**config.mk**
```make
export PLATFORM = sky130hd
export DESIGN_NAME = serial_subtractor
export DESIGN_NICKNAME = d
export VERILOG_FILES = /design/src/rtl/serial_subtractor_pkg.sv /design/src/rtl/serial_subtractor_full_subtractor.sv /design/src/rtl/serial_subtractor.sv
export SDC_FILE = /design/constraint.sdc
export NUM_CORES = 1
export LEC_CHECK = 0
export ABC_AREA = 1
export BUFFER_PORTS_ARGS = -buffer_cell sky130_fd_sc_hd__buf_2
export CORE_MARGIN = 4
export CORE_UTILIZATION = 59
export CTS_CLUSTER_DIAMETER = 40
export DETAILED_ROUTE_END_ITERATION = 6
export PLACE_DENSITY = 0.83
export SLEW_MARGIN = 25
export SYNTH_ARGS = -nofsm -noshare
export SYNTH_HDL_FRONTEND = slang
export SYNTH_SLANG_ARGS = --single-unit
```
**constraint.sdc**
```tcl
create_clock -name clk -period 2.8 [get_ports clk]
set_input_delay 0.84 -clock clk [delete_from_list [all_inputs] [get_ports clk]]
set_output_delay 0.84 -clock clk [all_outputs]
set_load 0.01 [all_outputs]
```
**src/rtl/serial_subtractor_pkg.sv**
```systemverilog
// Shared definitions for the bit-serial subtractor: FSM state encoding and
// default operand width.
package serial_subtractor_pkg;

  typedef enum logic [1:0] {
    IDLE  = 2'd0,
    SHIFT = 2'd1,
    DONE  = 2'd2
  } state_t;

  localparam int DEFAULT_WIDTH = 8;

endpackage

```
**src/rtl/serial_subtractor_full_subtractor.sv**
```systemverilog
// One-bit full-subtractor cell: d = a - b - bin, with borrow-out.
module full_subtractor
  import serial_subtractor_pkg::*;
(
  input  logic a,
  input  logic b,
  input  logic bin,
  output logic d,
  output logic bout
);

  // Difference bit and borrow generated/propagated through this bit
  always_comb begin
    d    = a ^ b ^ bin;
    bout = (~a & b) | (~(a ^ b) & bin);
  end

endmodule

```
**src/rtl/serial_subtractor.sv**
```systemverilog
// Bit-serial WIDTH-bit subtractor, diff = a - b - bin, LSB first.
// Optional macro SERIAL_SUB_OVF_EN adds the registered signed-overflow
// output ovf.
//
// state | meaning
// IDLE  | waiting for start; operands captured on the accepted edge
// SHIFT | one bit processed per clock, WIDTH clocks total
// DONE  | done pulse cycle; results valid and held
module serial_subtractor
  import serial_subtractor_pkg::*;
#(
  parameter int WIDTH = DEFAULT_WIDTH
) (
  input  logic             clk,
  input  logic             rst,
  input  logic             start,
  input  logic [WIDTH-1:0] a,
  input  logic [WIDTH-1:0] b,
  input  logic             bin,
  output logic             busy,
  output logic             done,
  output logic [WIDTH-1:0] diff,
  output logic             bout
`ifdef SERIAL_SUB_OVF_EN
  ,
  output logic             ovf
`endif
);

  localparam int CW = $clog2(WIDTH + 1);
  localparam logic [CW-1:0] LAST = CW'(WIDTH - 1);

  state_t           state;
  logic [WIDTH-1:0] a_sr;
  logic [WIDTH-1:0] b_sr;
  logic [WIDTH-1:0] res;
  logic [WIDTH-1:0] res_next;
  logic [CW-1:0]    cnt;
  logic             br;
  logic             d_bit;
  logic             br_next;

  full_subtractor u_cell (
    .a    (a_sr[0]),
    .b    (b_sr[0]),
    .bin  (br),
    .d    (d_bit),
    .bout (br_next)
  );

  // Result shift register input: new bit enters at the MSB end
  always_comb begin
    res_next            = res >> 1;
    res_next[WIDTH-1]   = d_bit;
  end

  // Control FSM, datapath shift registers and registered outputs
  always_ff @(posedge clk) begin
    if (rst) begin
      state <= IDLE;
      a_sr  <= '0;
      b_sr  <= '0;
      res   <= '0;
      cnt   <= '0;
      br    <= 1'b0;
      busy  <= 1'b0;
      done  <= 1'b0;
      diff  <= '0;
      bout  <= 1'b0;
`ifdef SERIAL_SUB_OVF_EN
      ovf   <= 1'b0;
`endif
    end else begin
      case (state)
        IDLE: begin
          done <= 1'b0;
          if (start) begin
            a_sr  <= a;
            b_sr  <= b;
            br    <= bin;
            res   <= '0;
            cnt   <= '0;
            busy  <= 1'b1;
            state <= SHIFT;
          end
        end
        SHIFT: begin
          a_sr <= a_sr >> 1;
          b_sr <= b_sr >> 1;
          br   <= br_next;
          res  <= res_next;
          cnt  <= cnt + CW'(1);
          if (cnt == LAST) begin
            diff  <= res_next;
            bout  <= br_next;
`ifdef SERIAL_SUB_OVF_EN
            // br is the borrow into the MSB on this final bit
            ovf   <= br ^ br_next;
`endif
            done  <= 1'b1;
            busy  <= 1'b0;
            state <= DONE;
          end
        end
        DONE: begin
          done  <= 1'b0;
          state <= IDLE;
        end
        default: begin
          busy  <= 1'b0;
          done  <= 1'b0;
          state <= IDLE;
        end
      endcase
    end
  end

endmodule

```
==> insert_results.sql, run 1 <==
INSERT INTO impl_metrics (metric_group, metric, value, unit) VALUES
('run_status', 'outcome', 'completed', ''),
('synthesis', 'synth_fp_nets', '287', ''),
('power', 'p_leak', '0.975', 'nW'),
('synthesis', 'yosys.area_share.xor_xnor', '0', '%'),
('clock_network', 'cts.root.buffer_cell', 'sky130_fd_sc_hd__clkbuf_4', ''),
('grt', 'first_global_vias', '1453', ''),
('synthesis', 'yosysUniqueCellTypes', '20', ''),
('critical_path', 'arrival', '0.83', 'ns'),
('synthesis', 'largest_family_of_logic_cells_by_synthesized_area', 'simple AND/OR/NAND/NOR gates', ''),
('detailed_routing', 'postRouteAntennaNets', '0', ''),
('sta', 'fin_worst_skew', '0.00527', 'ns'),
('critical_path', 'critPathKind', 'flip-flop to primary output', ''),
('detailed_routing', 'wl', '3650', 'µm'),
('sta', 'tightest_slew_margin_relative_to_the_limit', '73.5', '%'),
('grt', 'grt.total_usage', '19.0', '%'),
('clock_network', 'clockBufferDepth', '2', ''),
('final_layout', 'instances_no_fill', '322', ''),
('grt', 'grt_pass1_wl', '6120', 'µm'),
('power', 'power-per-cell-area', '534', 'mW/mm²'),
('critical_path', 'timing.critical_path.from_type', 'flip-flop', ''),
('synthesis', 'post-synth-top-area-cell', 'sky130_fd_sc_hd__dfxtp_1', ''),
('critical_path', 'critical-path-slowest-cell', 'sky130_fd_sc_hd__dfxtp_1', ''),
('critical_path', 'reg2reg_to', 'diff[4]$_SDFFE_PP0P_', ''),
('final_layout', 'antenna-diode-count', '0', ''),
('clock_network', 'cts_tree', 'yes', ''),
('clock_network', 'cts_hold_repair.buffers', '0', ''),
('clock_network', 'cts_resized', '0', ''),
('critical_path', 'ff2ff_setup_slack', '1.38', 'ns'),
('power', 'finalPower', '1.08', 'mW'),
('sta', 'hold_viol_final', '0', ''),
('synthesis', 'synth.mux.area_fraction', '0', '%'),
('hold_path', 'worstHoldPathType', 'flip-flop to flip-flop', ''),
('critical_path', 'critPathRequiredTime', '1.96', 'ns'),
('clock_network', 'clock_latency', '0.35', 'ns'),
('grt', 'maximum_number_of_pins_on_one_net_before_global_route_repair', '23', ''),
('run', 'maxCapViolCount', '0', ''),
('critical_path', 'cp.buffers_inverters', '1', ''),
('floorplan', 'fp.dieW', '63.7', 'µm'),
('detailed_routing', 'drt_first_iter_violations', '81', ''),
('sta', 'final.hold.worst_slack', '0.486', 'ns'),
('critical_path', 'worst_path_dominant_cell_family', 'flip-flops', ''),
('synthesis', 'post_synth_design_cell_area', '0.00183', 'mm²'),
('synthesis', 'syn_inst', '265', ''),
('clock_network', 'htreeDepth', '2', ''),
('detailed_routing', 'remaining_drc_errors', '0', ''),
('detailed_routing', 'post_dr_wirelength_cell', '11.3', 'µm'),
('detailed_routing', 'detailroute.via_count', '1618', ''),
('placement', 'placedCellCount', '314', ''),
('final_layout', 'syn_to_final_growth', '9.76', '%'),
('final_layout', 'leading_cell_types_in_the_layout_fill_and_taps_excluded', '68 x sky130_fd_sc_hd__nand2_1, 56 x sky130_fd_sc_hd__nor2_1, 41 x sky130_fd_sc_hd__dfxtp_1', ''),
('critical_path', 'critPathCaptureType', 'primary output', ''),
('sta', 'rsz0062_at_grt', 'no', ''),
('critical_path', 'crit_path_max_fanout', '2', ''),
('floorplan', 'total_die_area', '0.00406', 'mm²'),
('sta', 'worst_slew_pin_slew', '0.396', 'ns'),
('critical_path', 'critical_path_depth', '1', ''),
('final_layout', 'num-nets-final', '312', ''),
('floorplan', 'fp_rows', '19', ''),
('synthesis', 'synth_compound_gate_area_share', '5.46', '%'),
('critical_path', 'rr_startpoint', 'state[0]$_SDFFE_PP0P_', ''),
('critical_path', 'worst_path_largest_cell_delay', '0.35', 'ns'),
('detailed_routing', 'post_drt_via_cell_ratio', '5.02', ''),
('synthesis', 'proportion_of_synthesized_chip_area_in_sequential_cells', '44.8', '%'),
('critical_path', 'crit_end', 'diff[2]', ''),
('sta', 'timing.final.crit_period', '1.67', 'ns'),
('synthesis', 'synth_simple_gate_area_share', '36.7', '%'),
('synthesis', 'synth_top_area_share', '44.8', '%'),
('synthesis', 'ys.warnings.count', '0', ''),
('sta', 'final-max-slew-violation-count', '0', ''),
('floorplan', 'floorplan.initialDensity', '64.3', '%'),
('power', 'vdd_drop_max', '0.368', 'mV');
[cell families (layout without fill, tap and decap cells)]
kind of cell             after synthesis  in the layout
buffers and inverters                 43             69
flip-flops                            41             41
AO/OA/AOI/OAI                         18             18
adder cells (fa/ha/maj)                2              2
AND/OR/NAND/NOR                      161            161
[worst min-delay path by stage]
stage,startpoint,endpoint,cells after the start
after global placement,done$_SDFFE_PP0N_,done$_SDFFE_PP0N_,2
after global routing,res[2]$_SDFFE_PP0P_,res[2]$_SDFFE_PP0P_,2
final,b_sr[7]$_SDFFE_PP0P_,b_sr[6]$_SDFFE_PP0P_,2
after floorplan,b_sr[7]$_SDFFE_PP0P_,b_sr[6]$_SDFFE_PP0P_,2
after CTS,diff[0]$_SDFFE_PP0P_,diff[0]$_SDFFE_PP0P_,2
after detailed placement,diff[0]$_SDFFE_PP0P_,diff[0]$_SDFFE_PP0P_,2
[cells in the mapped netlist]
cell                       number
sky130_fd_sc_hd__nand2_4        1
sky130_fd_sc_hd__a21boi_0       1
sky130_fd_sc_hd__inv_4          1
sky130_fd_sc_hd__buf_2          4
sky130_fd_sc_hd__dfxtp_1       41
sky130_fd_sc_hd__a21oi_1        6
sky130_fd_sc_hd__o21ai_0        5
sky130_fd_sc_hd__nand3_1       31
sky130_fd_sc_hd__inv_1         27
sky130_fd_sc_hd__inv_2          1
sky130_fd_sc_hd__nor2_4         2
sky130_fd_sc_hd__nand2_1       68
sky130_fd_sc_hd__buf_4          4
sky130_fd_sc_hd__clkbuf_1       3
sky130_fd_sc_hd__ha_1           1
sky130_fd_sc_hd__buf_6          3
sky130_fd_sc_hd__nand2_2        3
sky130_fd_sc_hd__o22ai_1        6
sky130_fd_sc_hd__nor2_1        56
sky130_fd_sc_hd__fa_1           1
[where the power goes]
group | internal (mW) | switching, mW
logic | 0.0446 | 0.0796
clock network | 0.146 | 0.188
registers | 0.605 | 0.0133
total | 0.795 | 0.280
[per-stage QoR]
step	cell area (µm²)	utilization (%)	worst slack, ns
floorplan	1830	-	1.18
global placement	1940	68.1	0.850
detailed placement	1940	68.1	0.815
CTS	2010	70.5	1.11
global route	2010	70.5	1.06
finish	2010	70.5	1.13
[metal layers]
layer  vias up  wire, µm  global-route usage (%)  part of all wire [%]
li1        863         -                       -                     -
met1       707      1720                    23.9                    47
met2        40      1640                    31.0                    45
met3         8       216                    4.38                   5.9
met4         0        65                    8.89                   1.8
met5         -         0                       0                     0
[registers in the layout, summed over array words and instances (netlist names)]
name and cells:
br 1, bout 1, a_sr 8, cnt 4, done 1, busy 1, res 7, b_sr 8
diff 8, state 2
[final cells by class]
cell class,instances,area (µm²),area share (%)
Sequential cell,41,821,40.8
Multi-Input combinational cell,181,806,40.0
Timing Repair Buffer,32,165,8.21
Inverter,29,111,5.53
Clock buffer,7,65.1,3.23
Tap cell,31,38.8,1.93
Clock inverter,1,5.00,0.249
Note: power is estimated with default switching activity, not from simulation.
==> run 2: changes to the inputs <==
CORE_UTILIZATION = 55   (was 59)
PLACE_DENSITY = 0.78   (was 0.83)
clock period = 1.6 ns   (was 2.8 ns; I/O delays follow)
==> insert_results.sql, run 2 (synthesis gave the netlist of run 1 again) <==
INSERT INTO impl_metrics (metric_group, metric, value, unit) VALUES
('run_status', 'outcome', 'completed', ''),
('clock_network', 'tritoncts_num_sinks', '41', ''),
('placement', 'routabilityCongestion', '0.766', ''),
('placement', 'buffer_ports.inserted', '30', ''),
('sta', 'fin_worst_skew', '0.00385', 'ns'),
('grt', 'grt_pass1_wl', '6380', 'µm'),
('critical_path', 'cpMostUsedCell', 'sky130_fd_sc_hd__nor2_1', ''),
('detailed_routing', 'first_pass_iteration_count_of_the_detailed_router', '4', ''),
('clock_network', 'htreeDepth', '2', ''),
('placement', 'hpwl', '2430', 'µm'),
('sta', 'maximum_operating_frequency', '753', 'MHz'),
('sta', 'hold_viol_final', '0', ''),
('final_layout', 'syn_to_final_growth', '13.6', '%'),
('hold_path', 'worstHoldPathType', 'input port to flip-flop', ''),
('floorplan', 'die_ht', '65.7', 'µm'),
('final_layout', 'layout.cells.most_common', 'sky130_fd_sc_hd__nand2_1', ''),
('detailed_routing', 'post_drt_via_cell_ratio', '4.82', ''),
('hold_path', 'timing.hold.worst_path_depth', '3', ''),
('clock_network', 'cts.root.buffer_cell', 'sky130_fd_sc_hd__clkbuf_4', ''),
('critical_path', 'critPathKind', 'flip-flop to flip-flop', ''),
('final_layout', 'antenna-diode-count', '0', ''),
('sta', 'fin_ws', '0.272', 'ns'),
('grt', 'grt_antenna_before_repair', '0', ''),
('critical_path', 'critical-path-slowest-cell', 'sky130_fd_sc_hd__dfxtp_1', ''),
('final_layout', 'leading_cell_types_in_the_layout_fill_and_taps_excluded', '68 x sky130_fd_sc_hd__nand2_1, 56 x sky130_fd_sc_hd__nor2_1, 41 x sky130_fd_sc_hd__dfxtp_1', ''),
('detailed_routing', 'detailroute.via_count', '1628', ''),
('sta', 'final.hold.worst_slack', '0.376', 'ns'),
('clock_network', 'cts_tree', 'yes', ''),
('sta', 'setup-violations-final', '0', ''),
('floorplan', 'fp_rows', '20', ''),
('sta', 'final-max-slew-violation-count', '0', ''),
('final_layout', 'seq_area', '821', 'µm²'),
('floorplan', 'pin_count', '31', ''),
('detailed_routing', 'wl', '3630', 'µm'),
('final_layout', 'combined_area_of_the_multi_input_logic_cells', '806', 'µm²'),
('grt', 'grt.total_usage', '19.0', '%'),
('sta', 'worst_slew_pin_slew', '0.397', 'ns'),
('detailed_routing', 'post_dr_wirelength_cell', '10.7', 'µm'),
('final_layout', 'postLayoutCoreUtil', '66.6', '%'),
('sta', 'tightest_slew_margin_relative_to_the_limit', '73.5', '%'),
('clock_network', 'cts_resized', '0', ''),
('grt', 'overflow', '0', ''),
('critical_path', 'reg2reg_to', 'diff[6]$_SDFFE_PP0P_', ''),
('sta', 'timing.final.crit_period', '1.33', 'ns'),
('clock_network', 'clk_transition_reported_paths', '0.12', 'ns'),
('detailed_routing', 'remaining_drc_errors', '0', ''),
('floorplan', 'core_region_area', '0.00313', 'mm²'),
('final_layout', 'largestRegisters', 'a_sr (8), b_sr (8), diff (8)', ''),
('power', 'power-per-cell-area', '973', 'mW/mm²'),
('critical_path', 'worstSetupStartpoint', 'cnt[0]$_SDFFE_PP0P_', ''),
('critical_path', 'rr_startpoint', 'cnt[0]$_SDFFE_PP0P_', ''),
('critical_path', 'crit_end', 'diff[6]$_SDFFE_PP0P_', ''),
('critical_path', 'timing.critical_path.from_type', 'flip-flop', ''),
('critical_path', 'ff2ff_setup_slack', '0.27', 'ns'),
('grt', 'maximum_number_of_pins_on_one_net_before_global_route_repair', '30', ''),
('clock_network', 'clockBufferDepth', '2', ''),
('run', 'maxCapViolCount', '0', ''),
('clock_network', 'cts_setup_buffers', '0', ''),
('detailed_routing', 'postRouteAntennaNets', '0', ''),
('final_layout', 'fraction_of_final_layout_cells_sized_beyond_drive_strength_1', '17.3', '%'),
('floorplan', 'floorplan.initialDensity', '58.6', '%'),
('sta', 'final_min_period_over_clock_period', '83.0', '%'),
('sta', 'rsz0062_at_grt', 'no', ''),
('detailed_routing', 'drt_first_iter_violations', '103', ''),
('sta', 'setup_total_negative_slack', '0', 'ns'),
('critical_path', 'crit_path_max_fanout', '11', ''),
('floorplan', 'fp.dieW', '65.7', 'µm'),
('critical_path', 'critPathRequiredTime', '1.85', 'ns'),
('placement', 'detailedPlace.worstSlack', '0.279', 'ns'),
('critical_path', 'worst_path_largest_cell_delay', '0.39', 'ns'),
('power', 'p_leak', '0.997', 'nW'),
('floorplan', 'total_die_area', '0.00432', 'mm²'),
('clock_network', 'cts_hold_repair.buffers', '0', ''),
('critical_path', 'worst-r2r-cell-count', '6', ''),
('final_layout', 'num-nets-final', '315', ''),
('critical_path', 'critPathCaptureType', 'flip-flop', ''),
('power', 'vdd_drop_max', '0.639', 'mV'),
('final_layout', 'num-fill-cells', '289', ''),
('critical_path', 'arrival', '1.58', 'ns'),
('power', 'finalPower', '2.03', 'mW'),
('clock_network', 'clock_latency', '0.35', 'ns'),
('grt', 'first_global_vias', '1474', ''),
('clock_network', 'tritoncts.num_buffers', '5', ''),
('critical_path', 'critical_path.cell_chain', 'ha_1, nand2_1, nor2_1, nand2_2, nor2_1, nor2_1', '');
[run 2: cell count changes in the layout (fill, tap and decap cells not counted)]
cell,delta
sky130_fd_sc_hd__buf_12,+1
sky130_fd_sc_hd__buf_4,+2
sky130_fd_sc_hd__bufinv_16,+1
sky130_fd_sc_hd__clkbuf_8,-1
sky130_fd_sc_hd__clkinv_2,-1
sky130_fd_sc_hd__clkinvlp_4,+1
[run 2: final cells by class]
| cell class | instances | area share (%) |
|---|---|---|
| flip-flops and latches | 41 | 39.4 |
| clock buffers | 6 | 2.46 |
| well taps | 44 | 2.64 |
| multi-input cells | 181 | 38.7 |
| clock inverters | 2 | 1.80 |
| repair buffers | 35 | 9.62 |
| inverters | 29 | 5.35 |
[run 2: metal layers]
layer,global-route usage [%],routed length [µm]
met3,4.10,199
met5,0,0
met1,24.7,1730
met2,30.7,1650
met4,6.99,50
[run 2: how the worst min path moves through the flow]
stage | slack, ns | end | startpoint
2_1_floorplan | 0.45 | b_sr[6]$_SDFFE_PP0P_ | b_sr[7]$_SDFFE_PP0P_
3_3_place_gp | 0.45 | done$_SDFFE_PP0N_ | done$_SDFFE_PP0N_
3_5_place_dp | 0.46 | done$_SDFFE_PP0N_ | done$_SDFFE_PP0N_
4_1_cts | 0.38 | a_sr[7]$_SDFFE_PP0P_ | a[7]
5_1_grt | 0.38 | a_sr[7]$_SDFFE_PP0P_ | a[7]
6_report | 0.38 | a_sr[7]$_SDFFE_PP0P_ | a[7]
[run 2: power breakdown]
group | leakage, nW | total [mW] | internal, mW | switching [mW]
sequential | 0.334 | 1.08 | 1.06 | 0.0225
clock | 0.0445 | 0.718 | 0.371 | 0.346
combinational | 0.619 | 0.228 | 0.0871 | 0.141
total | 0.997 | 2.03 | 1.52 | 0.510
[run 2: worst max-delay path: cells and delay by family (launching register included)]
family / cells / cell delay [ns]
DFF: 1 / 0.39
adders and majority gates: 1 / 0.20
and+or+nand+nor: 5 / 0.63
[run 2: per-stage QoR]
stage / area [µm²] / std cells
floorplan: 1830 / 265
finish: 2080 / 338
global placement: 1990 / 330
detailed placement: 1990 / 330
global route: 2080 / 338
CTS: 2080 / 338
==> run 3: changes to the inputs <==
CORE_UTILIZATION = 49   (was 55)
PLACE_DENSITY = 0.74   (was 0.78)
clock period = 1.15 ns   (was 1.6 ns; I/O delays follow)
==> insert_results.sql, run 3 (synthesis gave the netlist of run 1 again) <==
INSERT INTO impl_metrics (metric_group, metric, value, unit) VALUES
('run_status', 'outcome', 'complete, but fails checks', ''),
('run_status', 'violations_in_the_final_reports', 'negative setup slack', ''),
('sta', 'final.hold.worst_slack', '0.302', 'ns'),
('sta', 'setup-violations-final', '5', ''),
('final_layout', 'num-nets-final', '334', ''),
('critical_path', 'cp.buffers_inverters', '0', ''),
('sta', 'fin_worst_skew', '0.00374', 'ns'),
('sta', 'fin_ws', '-0.0416', 'ns'),
('placement', 'routabilityCongestion', '0.797', ''),
('detailed_routing', 'remaining_drc_errors', '0', ''),
('critical_path', 'worst_path_dominant_cell_family', 'simple AND/OR/NAND/NOR gates', ''),
('final_layout', 'num-fill-cells', '303', ''),
('clock_network', 'cts_hold_repair.buffers', '0', ''),
('final_layout', 'seq_area', '832', 'µm²'),
('clock_network', 'cts.root.buffer_cell', 'sky130_fd_sc_hd__clkbuf_8', ''),
('grt', 'grt.total_usage', '18.2', '%'),
('sta', 'hold_viol_final', '0', ''),
('critical_path', 'timing.critical_path.from_type', 'flip-flop', ''),
('final_layout', 'leading_cell_types_in_the_layout_fill_and_taps_excluded', '66 x sky130_fd_sc_hd__nand2_1, 53 x sky130_fd_sc_hd__nor2_1, 34 x sky130_fd_sc_hd__dfxtp_1', ''),
('critical_path', 'critical_path.cell_chain', 'ha_4, nand2_4, nor2_4, nand2_4, nor2_1, nor2_1', ''),
('sta', 'final_min_period_over_clock_period', '104', '%'),
('grt', 'overflow', '0', ''),
('detailed_routing', 'drt_first_iter_violations', '110', ''),
('final_layout', 'largestRegisters', 'a_sr (8), b_sr (8), diff (8)', ''),
('critical_path', 'critPathCaptureType', 'flip-flop', ''),
('detailed_routing', 'wl_met1', '1970', 'µm'),
('grt', 'first_global_vias', '1577', ''),
('detailed_routing', 'top_signal_layer_used', 'met4', ''),
('floorplan', 'fp.dieW', '69.2', 'µm'),
('critical_path', 'worst_path_largest_cell_delay', '0.37', 'ns'),
('sta', 'timing.final.crit_period', '1.19', 'ns'),
('sta', 'maximum_operating_frequency', '839', 'MHz'),
('sta', 'tightest_slew_margin_relative_to_the_limit', '82.1', '%'),
('critical_path', 'rr_startpoint', 'cnt[1]$_SDFFE_PP0P_', ''),
('run', 'maxCapViolCount', '0', ''),
('detailed_routing', 'postRouteAntennaNets', '0', ''),
('critical_path', 'arrival', '1.39', 'ns'),
('detailed_routing', 'first_pass_iteration_count_of_the_detailed_router', '5', ''),
('detailed_routing', 'met3WireLength', '247', 'µm'),
('power', 'p_leak', '1.15', 'nW'),
('grt', 'grt_pass1_wl', '7100', 'µm'),
('critical_path', 'worstSetupStartpoint', 'cnt[1]$_SDFFE_PP0P_', ''),
('sta', 'final-max-slew-violation-count', '0', ''),
('clock_network', 'tritoncts_num_sinks', '41', ''),
('power', 'power-per-cell-area', '1210', 'mW/mm²'),
('clock_network', 'clk_transition_reported_paths', '0.08', 'ns'),
('placement', 'buffer_ports.inserted', '30', ''),
('sta', 'rsz0062_at_grt', 'yes', ''),
('detailed_routing', 'post_dr_wirelength_cell', '12.3', 'µm'),
('final_layout', 'combined_area_of_the_multi_input_logic_cells', '902', 'µm²'),
('floorplan', 'die_ht', '69.2', 'µm'),
('floorplan', 'fp_rows', '21', ''),
('detailed_routing', 'detailroute.via_count', '1779', ''),
('clock_network', 'htreeDepth', '2', ''),
('clock_network', 'tritoncts.num_buffers', '5', ''),
('grt', 'grt_antenna_before_repair', '0', ''),
('hold_path', 'hold_path_startpoint', 'b[7]', ''),
('floorplan', 'core_region_area', '0.00347', 'mm²'),
('clock_network', 'clockBufferDepth', '2', ''),
('critical_path', 'critPathRequiredTime', '1.34', 'ns'),
('critical_path', 'critical-path-slowest-cell', 'sky130_fd_sc_hd__dfxtp_2', ''),
('power', 'vdd_drop_max', '0.675', 'mV'),
('final_layout', 'antenna-diode-count', '0', ''),
('final_layout', 'syn_to_final_growth', '29.3', '%'),
('floorplan', 'total_die_area', '0.00478', 'mm²'),
('final_layout', 'layout.cells.most_common', 'sky130_fd_sc_hd__nand2_1', ''),
('floorplan', 'floorplan.initialDensity', '52.8', '%'),
('floorplan', 'pin_count', '31', ''),
('grt', 'maximum_number_of_pins_on_one_net_before_global_route_repair', '30', ''),
('detailed_routing', 'post_drt_via_cell_ratio', '4.96', ''),
('final_layout', 'fraction_of_final_layout_cells_sized_beyond_drive_strength_1', '29.1', '%'),
('detailed_routing', 'met2_wirelength', '2080', 'µm'),
('clock_network', 'clock_latency', '0.30', 'ns'),
('detailed_routing', 'wl', '4410', 'µm'),
('final_layout', 'postLayoutCoreUtil', '68.3', '%'),
('sta', 'worst_slew_pin_slew', '0.269', 'ns'),
('clock_network', 'cts_tree', 'yes', ''),
('placement', 'hpwl', '2920', 'µm'),
('critical_path', 'critPathKind', 'flip-flop to flip-flop', ''),
('critical_path', 'crit_path_max_fanout', '6', ''),
('hold_path', 'worstHoldPathType', 'input port to flip-flop', '');
[run 3: changes by cell type in the layout (fill, tap and decap cells not counted), moves of 3 or more]
cell	delta
sky130_fd_sc_hd__buf_12	+3
sky130_fd_sc_hd__buf_4	+14
sky130_fd_sc_hd__clkbuf_4	-5
sky130_fd_sc_hd__clkbuf_8	+4
sky130_fd_sc_hd__dfxtp_1	-7
sky130_fd_sc_hd__dfxtp_2	+6
sky130_fd_sc_hd__nand3_1	-6
sky130_fd_sc_hd__nand3_2	+6
sky130_fd_sc_hd__nor2_1	-3
[run 3: timing repair]
item	4_1_cts	5_1_grt
hold endpoints to repair	0	0
setup endpoints to repair	16	29
cloned	1	0
resized for setup	8	27
setup buffers	2	0
pin swaps	2	10
[run 3: layout make-up]
type                            instances  area share (%)
Multi-Input combinational cell        182            38.1
Sequential cell                        41            35.1
Timing Repair Buffer                   53            15.9
Inverter                               29            5.02
Clock buffer                            6            3.06
Tap cell                               46            2.43
Clock inverter                          2           0.422
[run 3: power breakdown]
part	internal, mW	switching, mW
Clock	0.421	0.494
Combinational	0.210	0.237
Sequential	1.47	0.0361
Total	2.10	0.767
[run 3: worst paths after layout]
path / slack, ns / cells past startpoint / end
setup / recovery: -0.04 / 6 / diff[7]$_SDFFE_PP0P_
hold / removal: 0.30 / 3 / b_sr[7]$_SDFFE_PP0P_
setup reg to reg: -0.04 / 6 / diff[7]$_SDFFE_PP0P_
hold reg to reg: 0.48 / 2 / diff[1]$_SDFFE_PP0P_
[run 3: tightest hold or removal path, stage by stage]
cell,delay (ns)
sky130_fd_sc_hd__buf_2,0.10
sky130_fd_sc_hd__nand2_1,0.05
sky130_fd_sc_hd__a21oi_1,0.05
[run 3: stage by stage]
stage	setup slack (ns)	total power, mW	setup TNS [ns]	instance area, µm²	cells
global route	-0.0987	3.00	-0.826	2370	359
global placement	-0.0563	1.93	-0.284	2150	348
finish	-0.0416	2.87	-0.121	2370	359
CTS	-0.0419	2.84	-0.258	2280	359
detailed placement	-0.103	1.94	-0.574	2150	348
floorplan	0.000631	1.77	0	1830	265
[run 3: metal layers]
| layer | track usage (%) | vias to the layer above |
|---|---|---|
| li1 | - | 913 |
| met1 | 24.1 | 810 |
| met2 | 28.7 | 45 |
| met3 | 4.22 | 11 |
| met4 | 6.72 | 0 |
| met5 | 0 | - |
